## src/rtl/bitwise_logic_pipe_pkg.sv

```systemverilog
// Shared types and the per-bit operation used by the bitwise_logic_pipe block.
// The optional transfer counter is enabled with LOGIC_PIPE_CNT_EN.
package logic_pipe_pkg;

    localparam int OP_W = 3;

    typedef enum logic [OP_W-1:0] {
        OP_NOT  = 3'd0,
        OP_AND  = 3'd1,
        OP_OR   = 3'd2,
        OP_XOR  = 3'd3,
        OP_NAND = 3'd4,
        OP_NOR  = 3'd5,
        OP_XNOR = 3'd6,
        OP_PASS = 3'd7
    } op_e;

    // Single-bit slice of the operation; the top replicates it across WIDTH.
    function automatic logic apply_op(op_e op, logic a, logic b);
        case (op)
            OP_NOT:  return ~a;
            OP_AND:  return a & b;
            OP_OR:   return a | b;
            OP_XOR:  return a ^ b;
            OP_NAND: return ~(a & b);
            OP_NOR:  return ~(a | b);
            OP_XNOR: return ~(a ^ b);
            OP_PASS: return a;
            default: return a;
        endcase
    endfunction

endpackage

```

## src/rtl/bitwise_logic_pipe_if.sv

```systemverilog
// Operand/result handshake bus for bitwise_logic_pipe.
// xfer_cnt exists only when LOGIC_PIPE_CNT_EN is defined.
interface bitwise_logic_pipe_if #(
    parameter int WIDTH = 8,
    parameter int CNT_W = 8
);
    import logic_pipe_pkg::*;

    logic              cfg_we;
    logic [OP_W-1:0]   op_sel;
    logic              in_valid;
    logic              in_ready;
    logic [WIDTH-1:0]  a;
    logic [WIDTH-1:0]  b;
    logic              out_valid;
    logic              out_ready;
    logic [WIDTH-1:0]  result;
    logic [OP_W-1:0]   op_cur;
`ifdef LOGIC_PIPE_CNT_EN
    logic [CNT_W-1:0]  xfer_cnt;

    modport master (output cfg_we, op_sel, in_valid, a, b, out_ready,
                    input  in_ready, out_valid, result, op_cur, xfer_cnt);
    modport slave  (input  cfg_we, op_sel, in_valid, a, b, out_ready,
                    output in_ready, out_valid, result, op_cur, xfer_cnt);
`else
    modport master (output cfg_we, op_sel, in_valid, a, b, out_ready,
                    input  in_ready, out_valid, result, op_cur);
    modport slave  (input  cfg_we, op_sel, in_valid, a, b, out_ready,
                    output in_ready, out_valid, result, op_cur);
`endif

endinterface

```

## src/rtl/bitwise_logic_pipe_stage.sv

```systemverilog
// One valid+data register stage of the logic pipe; holds when i_en is low.
module logic_pipe_stage #(
    parameter int WIDTH = 8
) (
    input  logic             clk,
    input  logic             rst_n,
    input  logic             i_en,
    input  logic             i_vld,
    input  logic [WIDTH-1:0] i_data,
    output logic             o_vld,
    output logic [WIDTH-1:0] o_data
);

    logic             r_vld;
    logic [WIDTH-1:0] r_data;

    always_ff @(posedge clk) begin
        if (!rst_n) begin
            r_vld  <= 1'b0;
            r_data <= '0;
        end else if (i_en) begin
            r_vld  <= i_vld;
            r_data <= i_data;
        end
    end

    assign o_vld  = r_vld;
    assign o_data = r_data;

endmodule

```

## src/rtl/bitwise_logic_pipe.sv

```systemverilog
// Runtime-selectable bitwise operation followed by a LATENCY-deep valid/ready pipe.
// Define LOGIC_PIPE_CNT_EN to add the wrapping output-transfer counter xfer_cnt.
module bitwise_logic_pipe
    import logic_pipe_pkg::*;
#(
    parameter int WIDTH   = 8,
    parameter int LATENCY = 2,
    parameter int CNT_W   = 8
) (
    input  logic                 clk,
    input  logic                 rst_n,
    bitwise_logic_pipe_if.slave  bus
);

    op_e                         r_op;
    logic [WIDTH-1:0]            w_calc;
    logic                        w_adv;
    logic [LATENCY:0]            w_vld;
    logic [LATENCY:0][WIDTH-1:0] w_data;

    // The op register updates at the same edge a transfer is captured, so that
    // transfer still sees the old op.
    always_ff @(posedge clk) begin
        if (!rst_n)
            r_op <= OP_NOT;
        else if (bus.cfg_we)
            r_op <= op_e'(bus.op_sel);
    end

    always_comb begin
        w_calc = '0;
        for (int i = 0; i < WIDTH; i++)
            w_calc[i] = apply_op(r_op, bus.a[i], bus.b[i]);
    end

    // Whole pipe moves together; an empty output slot lets bubbles collapse.
    assign w_adv     = !w_vld[LATENCY] || bus.out_ready;
    assign w_vld[0]  = bus.in_valid;
    assign w_data[0] = w_calc;

    for (genvar g = 0; g < LATENCY; g++) begin : g_stage
        logic_pipe_stage #(.WIDTH(WIDTH)) u_stage (
            .clk    (clk),
            .rst_n  (rst_n),
            .i_en   (w_adv),
            .i_vld  (w_vld[g]),
            .i_data (w_data[g]),
            .o_vld  (w_vld[g+1]),
            .o_data (w_data[g+1])
        );
    end

    assign bus.in_ready  = w_adv;
    assign bus.out_valid = w_vld[LATENCY];
    assign bus.result    = w_data[LATENCY];
    assign bus.op_cur    = r_op;

`ifdef LOGIC_PIPE_CNT_EN
    localparam logic [CNT_W-1:0] CNT_ONE = 1;
    logic [CNT_W-1:0] r_cnt;

    always_ff @(posedge clk) begin
        if (!rst_n)
            r_cnt <= '0;
        else if (w_vld[LATENCY] && bus.out_ready)
            r_cnt <= r_cnt + CNT_ONE;
    end

    assign bus.xfer_cnt = r_cnt;
`endif

endmodule

```

## src/flat_wrapper.sv

```systemverilog
// flat-port wrapper written by rule: the top's interface ports become plain ports
module bitwise_logic_pipe_flat import logic_pipe_pkg::*;
#(
    parameter int WIDTH   = 8,
    parameter int LATENCY = 2,
    parameter int CNT_W   = 8
)
  (clk, rst_n, bus_cfg_we, bus_op_sel, bus_in_valid, bus_a, bus_b, bus_out_ready, bus_in_ready, bus_out_valid, bus_result, bus_op_cur);
  bitwise_logic_pipe_if #(.WIDTH(WIDTH), .CNT_W(CNT_W)) bus_i ();
  input  logic clk;
  input  logic rst_n;
  input wire logic [$bits(bus_i.cfg_we)-1:0] bus_cfg_we;
  input wire logic [$bits(bus_i.op_sel)-1:0] bus_op_sel;
  input wire logic [$bits(bus_i.in_valid)-1:0] bus_in_valid;
  input wire logic [$bits(bus_i.a)-1:0] bus_a;
  input wire logic [$bits(bus_i.b)-1:0] bus_b;
  input wire logic [$bits(bus_i.out_ready)-1:0] bus_out_ready;
  output wire logic [$bits(bus_i.in_ready)-1:0] bus_in_ready;
  output wire logic [$bits(bus_i.out_valid)-1:0] bus_out_valid;
  output wire logic [$bits(bus_i.result)-1:0] bus_result;
  output wire logic [$bits(bus_i.op_cur)-1:0] bus_op_cur;
  assign bus_i.cfg_we = bus_cfg_we;
  assign bus_i.op_sel = bus_op_sel;
  assign bus_i.in_valid = bus_in_valid;
  assign bus_i.a = bus_a;
  assign bus_i.b = bus_b;
  assign bus_i.out_ready = bus_out_ready;
  assign bus_in_ready = bus_i.in_ready;
  assign bus_out_valid = bus_i.out_valid;
  assign bus_result = bus_i.result;
  assign bus_op_cur = bus_i.op_cur;
  bitwise_logic_pipe #(.WIDTH(WIDTH), .LATENCY(LATENCY), .CNT_W(CNT_W)) u_core (.clk(clk), .rst_n(rst_n), .bus(bus_i));
endmodule
```

## config.mk

```make
export PLATFORM = sky130hd
export DESIGN_NAME = bitwise_logic_pipe_flat
export DESIGN_NICKNAME = d
export VERILOG_FILES = /design/src/rtl/bitwise_logic_pipe_pkg.sv /design/src/rtl/bitwise_logic_pipe_if.sv /design/src/rtl/bitwise_logic_pipe_stage.sv /design/src/rtl/bitwise_logic_pipe.sv /design/src/flat_wrapper.sv
export SDC_FILE = /design/constraint.sdc
export NUM_CORES = 1
export LEC_CHECK = 0
export BUFFER_PORTS_ARGS = -buffer_cell sky130_fd_sc_hd__buf_2
export CAP_MARGIN = 20
export CORE_MARGIN = 2
export CORE_UTILIZATION = 35
export CTS_CLUSTER_DIAMETER = 200
export DETAILED_ROUTE_END_ITERATION = 12
export GPL_TIMING_DRIVEN = 0
export PLACE_DENSITY_LB_ADDON = 0.05
export SLEW_MARGIN = 20
export SYNTH_ARGS = -nofsm -noshare
export SYNTH_HDL_FRONTEND = slang
export SYNTH_HIERARCHICAL = 1
export SYNTH_SLANG_ARGS = --single-unit
```

## constraint.sdc

```tcl
create_clock -name clk -period 2.15 [get_ports clk]
set_input_delay 0.215 -clock clk [delete_from_list [all_inputs] [get_ports clk]]
set_output_delay 0.215 -clock clk [all_outputs]
set_load 0.01 [all_outputs]
```

==> results list <==
- Measured along the y axis, the die boundary spans 70.7 µm.
- Fraction of final layout cells sized beyond drive strength 1: a little under a third
- In this run the critical register-to-register path is captured at u_core/g_stage[0].u_stage/o_data[7]$_SDFFE_PN0P_.
- The worst hold path begins at bus_op_sel[2].
- Tightest Pin Transition: 264 ps
- For this design the ratio of total power to cell area is 521 nW/µm².
- Maximum capacitance violations: 0
- Top Ports: 37
- Maximum level of the CTS H-tree: 1
- The Yosys step of the flow raised 6 warnings.
- Required time reported for the critical path endpoint: roughly 2300 ps
* Die outline area: around 5000 µm²
- Across the whole layout, storage elements account for 420 µm².
- In the routed design, unresolved DRC markers number 0.
* Number of antenna violations at the first check in global routing: 0
- Subtracting the final worst setup slack from the clock period gives 1750 ps.
- Counting every sink on the clock net gives 21.
* Number of gates given a new drive strength after cts: 0
- Run status: finished clean
- The die is ~71 µm wide.
- The worst pin sits at a relative slew slack of 82.4%.
* Post-Synthesis Net Count: 202
- Hold Path Stages: 3
* Mean post-synth cell area: 9.61 µm²
- Weighted congestion reported at the end of routability-driven placement: approximately 0.72
* Number of pins exceeding their max-slew limit in the final report: 0
- Post-CTS Setup Repair Bufs: 0
- Including well taps, the total number of placed cells is 250.
- By area the synthesized netlist is led by sky130_fd_sc_hd__dfxtp_1, sky130_fd_sc_hd__mux2i_1, sky130_fd_sc_hd__ha_1.
- HP Class: input pin to flop
- Max IR drop VDD: 0.406 mV
* Source-to-sink clock delay at the later pin of the worst-skew pair: around 250 ps
- Global routing finished with a remaining overflow of 0.
* Post-synthesis cell area: 1560 µm²
- The count of final hold-check violations came to 0.
* Part of the Yosys area used for sequential elements: a little over a quarter
- Worst setup path category: flop to flop
* Timing-limited maximum frequency: ~570 MHz
* Layout area overhead: 18.6%
- RSZ-0062 raised after global routing: false
- Clock tree from TritonCTS: done
- Filler-free cell count of the finished design: between 200 and 300
- The longest clock path from root to sink contains 2 buffers.
* Row count: 24
- The final layout contains routed wiring with a total length of ~3.6 mm.
- Once detail routing completed, the nets flagged for antenna violations numbered 0.
- The number of hold buffers added after CTS was 0.
* Final TNS setup: 0 ps
- The via count of the first global-routing pass came to 1325.
* Number of vias in the routed layout: about 1300
* 1st-iter DRT viols: between 60 and 70
* Global-route usage over all layers: 14.6%
* Count of cell types in the netlist: 23
* Number of CTS-inserted buffers: 3
* Number of synthesized register bits: 21
- For the worst setup path, the data arrival time is between 1500 and 2000 ps.
- In this run the worst path has a maximum fanout of 10.
- Net count, final: 243
- The top cell type by area accounts for between 20% and 30% of the synthesized area.
- In this run the clock root is driven by a sky130_fd_sc_hd__clkbuf_8.
- Logic depth of the worst register-to-register path: 6
- Dividing the detail-routed wire length by the instance count gives 14.0 µm.
- Critical Path End Type: flop
* Filler Cells Inserted: 460
- The synthesized design spends more area on one cell type than any other, namely sky130_fd_sc_hd__dfxtp_1.
* Number of cells produced by synthesis: 162
- The HPWL after detailed placement is 2.74 mm.
- Before antenna repair, the detailed router went through 6 iterations.
- Floorplan Core Area: 4320 µm²
- STA classifies the critical path startpoint as a flop.
- 0 antenna diodes ended up in the layout.
* Slack of the worst reg-to-reg path: 400 ps
- Between clock sinks in the finished design, the worst skew comes to 3.35 ps.
- In this run the critical register-to-register path is launched from u_core/bus.op_cur[1]$_SDFFE_PN0P_.
- Final Cycle Share: 81.5%
* Clock-pin slew of the registers on the worst-case setup and hold paths: 70 ps
* Number of vias per cell: 5.23
* Global-route wire length before repair: between 5 and 6 mm
- Summing all multi-input logic gate instances after layout gives 992 µm².
* Leakage Power: 0.000980 µW
* Largest net degree at the start of global routing: 22
- Port bufs: 36
- Initial Utilization: a little over a third
- Number of setup violations in the final report: 0
- The worst hold path terminates at u_core/bus.op_cur[2]$_SDFFE_PN0P_.
[flip-flops by register name (all words and copies together) (netlist names)]
| signal | cells |
|---|---|
| u_core/g_stage.u_stage/o_data | 16 |
| u_core/bus.op_cur | 3 |
| u_core/g_stage.u_stage/o_vld | 2 |
[metal layers]
metal  vias to the layer above  global-route usage [%]  part of all wire (%)
li1                        669                       -                     -
met1                       619                    18.1                    47
met2                        37                    26.4                    48
met3                         4                    1.71                   4.3
met4                         0                    4.40                  0.99
met5                         -                       0                     0
[layout by cell type, fill, tap and decap left out, drive strengths merged]
cell    Yosys  final
nor2        4      4
nor2b      21     21
o22ai       7      7
inv        16     16
clkbuf      0      4
ha         16     16
mux2        6      6
buf        10     46
a31oi       5      5
a221oi      7      7
and2b       1      1
a32o        5      5
nand2       8      8
dfxtp      21     21
o221a       5      5
o221ai      2      2
mux4        1      1
nand2b      1      1
clkinv      1      1
mux2i      23     23
nand4b      2      2
[worst max-delay path, cell delays in order, from the launching register on]
cell and delay, ps:
sky130_fd_sc_hd__dfxtp_1 410, sky130_fd_sc_hd__buf_2 260, sky130_fd_sc_hd__mux2_2 360, sky130_fd_sc_hd__a221oi_1 240
sky130_fd_sc_hd__o221ai_1 170, sky130_fd_sc_hd__mux2i_1 160, sky130_fd_sc_hd__nor2b_1 50
[cell type report]
cell class	count	area share (%)
multi-input combinational	114	53.7
sequential	21	22.8
timing repair buffer	36	9.76
buffer	10	4.34
tap	52	3.52
inverter	17	3.46
clock buffer	4	2.44
[Yosys cell counts]
cell	number
sky130_fd_sc_hd__mux2i_1	23
sky130_fd_sc_hd__dfxtp_1	21
sky130_fd_sc_hd__nor2b_1	21
sky130_fd_sc_hd__ha_1	16
sky130_fd_sc_hd__inv_1	16
sky130_fd_sc_hd__nand2_1	8
sky130_fd_sc_hd__a221oi_1	7
sky130_fd_sc_hd__o22ai_1	7
sky130_fd_sc_hd__a31oi_1	5
sky130_fd_sc_hd__a32o_1	5
sky130_fd_sc_hd__mux2_2	5
sky130_fd_sc_hd__o221a_2	5
sky130_fd_sc_hd__buf_2	4
sky130_fd_sc_hd__buf_6	4
sky130_fd_sc_hd__nor2_1	4
sky130_fd_sc_hd__buf_4	2
sky130_fd_sc_hd__nand4b_1	2
sky130_fd_sc_hd__o221ai_1	2
sky130_fd_sc_hd__and2b_1	1
sky130_fd_sc_hd__clkinv_1	1
sky130_fd_sc_hd__mux2_4	1
sky130_fd_sc_hd__mux4_2	1
sky130_fd_sc_hd__nand2b_1	1
[stage by stage]
step	hold slack (ps)	worst slack [ps]	area, µm²	utilization (%)	total power (µW)
after floorplan	343	541	1560	-	634
after detailed placement	487	332	1800	41.7	725
final	213	398	1850	42.7	962
after CTS	211	367	1850	42.7	978
after global placement	476	392	1800	41.7	714
after global routing	221	251	1850	42.7	1030
[logic make-up after synthesis]
group           share of synthesized area (%)
simple gates                             13.3
fa+ha+maj                                12.9
flops                                    27.0
compound gates                           16.7
mux                                      20.8
buf+inv                                  9.24
[where the power goes]
group	switching [µW]	internal (µW)
Clock	115	132
Sequential	17.7	422
Combinational	140	137
[worst max path at each step]
stage | to | startpoint | cells after the start
detailed placement | u_core/g_stage[0].u_stage/o_data[2]$_SDFFE_PN0P_ | bus_a[2] | 7
floorplan | u_core/g_stage[0].u_stage/o_data[3]$_SDFFE_PN0P_ | u_core/bus.op_cur[1]$_SDFFE_PN0P_ | 6
CTS | u_core/g_stage[0].u_stage/o_data[7]$_SDFFE_PN0P_ | u_core/bus.op_cur[1]$_SDFFE_PN0P_ | 6
global route | u_core/g_stage[0].u_stage/o_data[7]$_SDFFE_PN0P_ | u_core/bus.op_cur[1]$_SDFFE_PN0P_ | 6
finish | u_core/g_stage[0].u_stage/o_data[7]$_SDFFE_PN0P_ | u_core/bus.op_cur[1]$_SDFFE_PN0P_ | 6
global placement | u_core/g_stage[0].u_stage/o_data[7]$_SDFFE_PN0P_ | u_core/bus.op_cur[1]$_SDFFE_PN0P_ | 6
(Power assumes the default switching activity.)
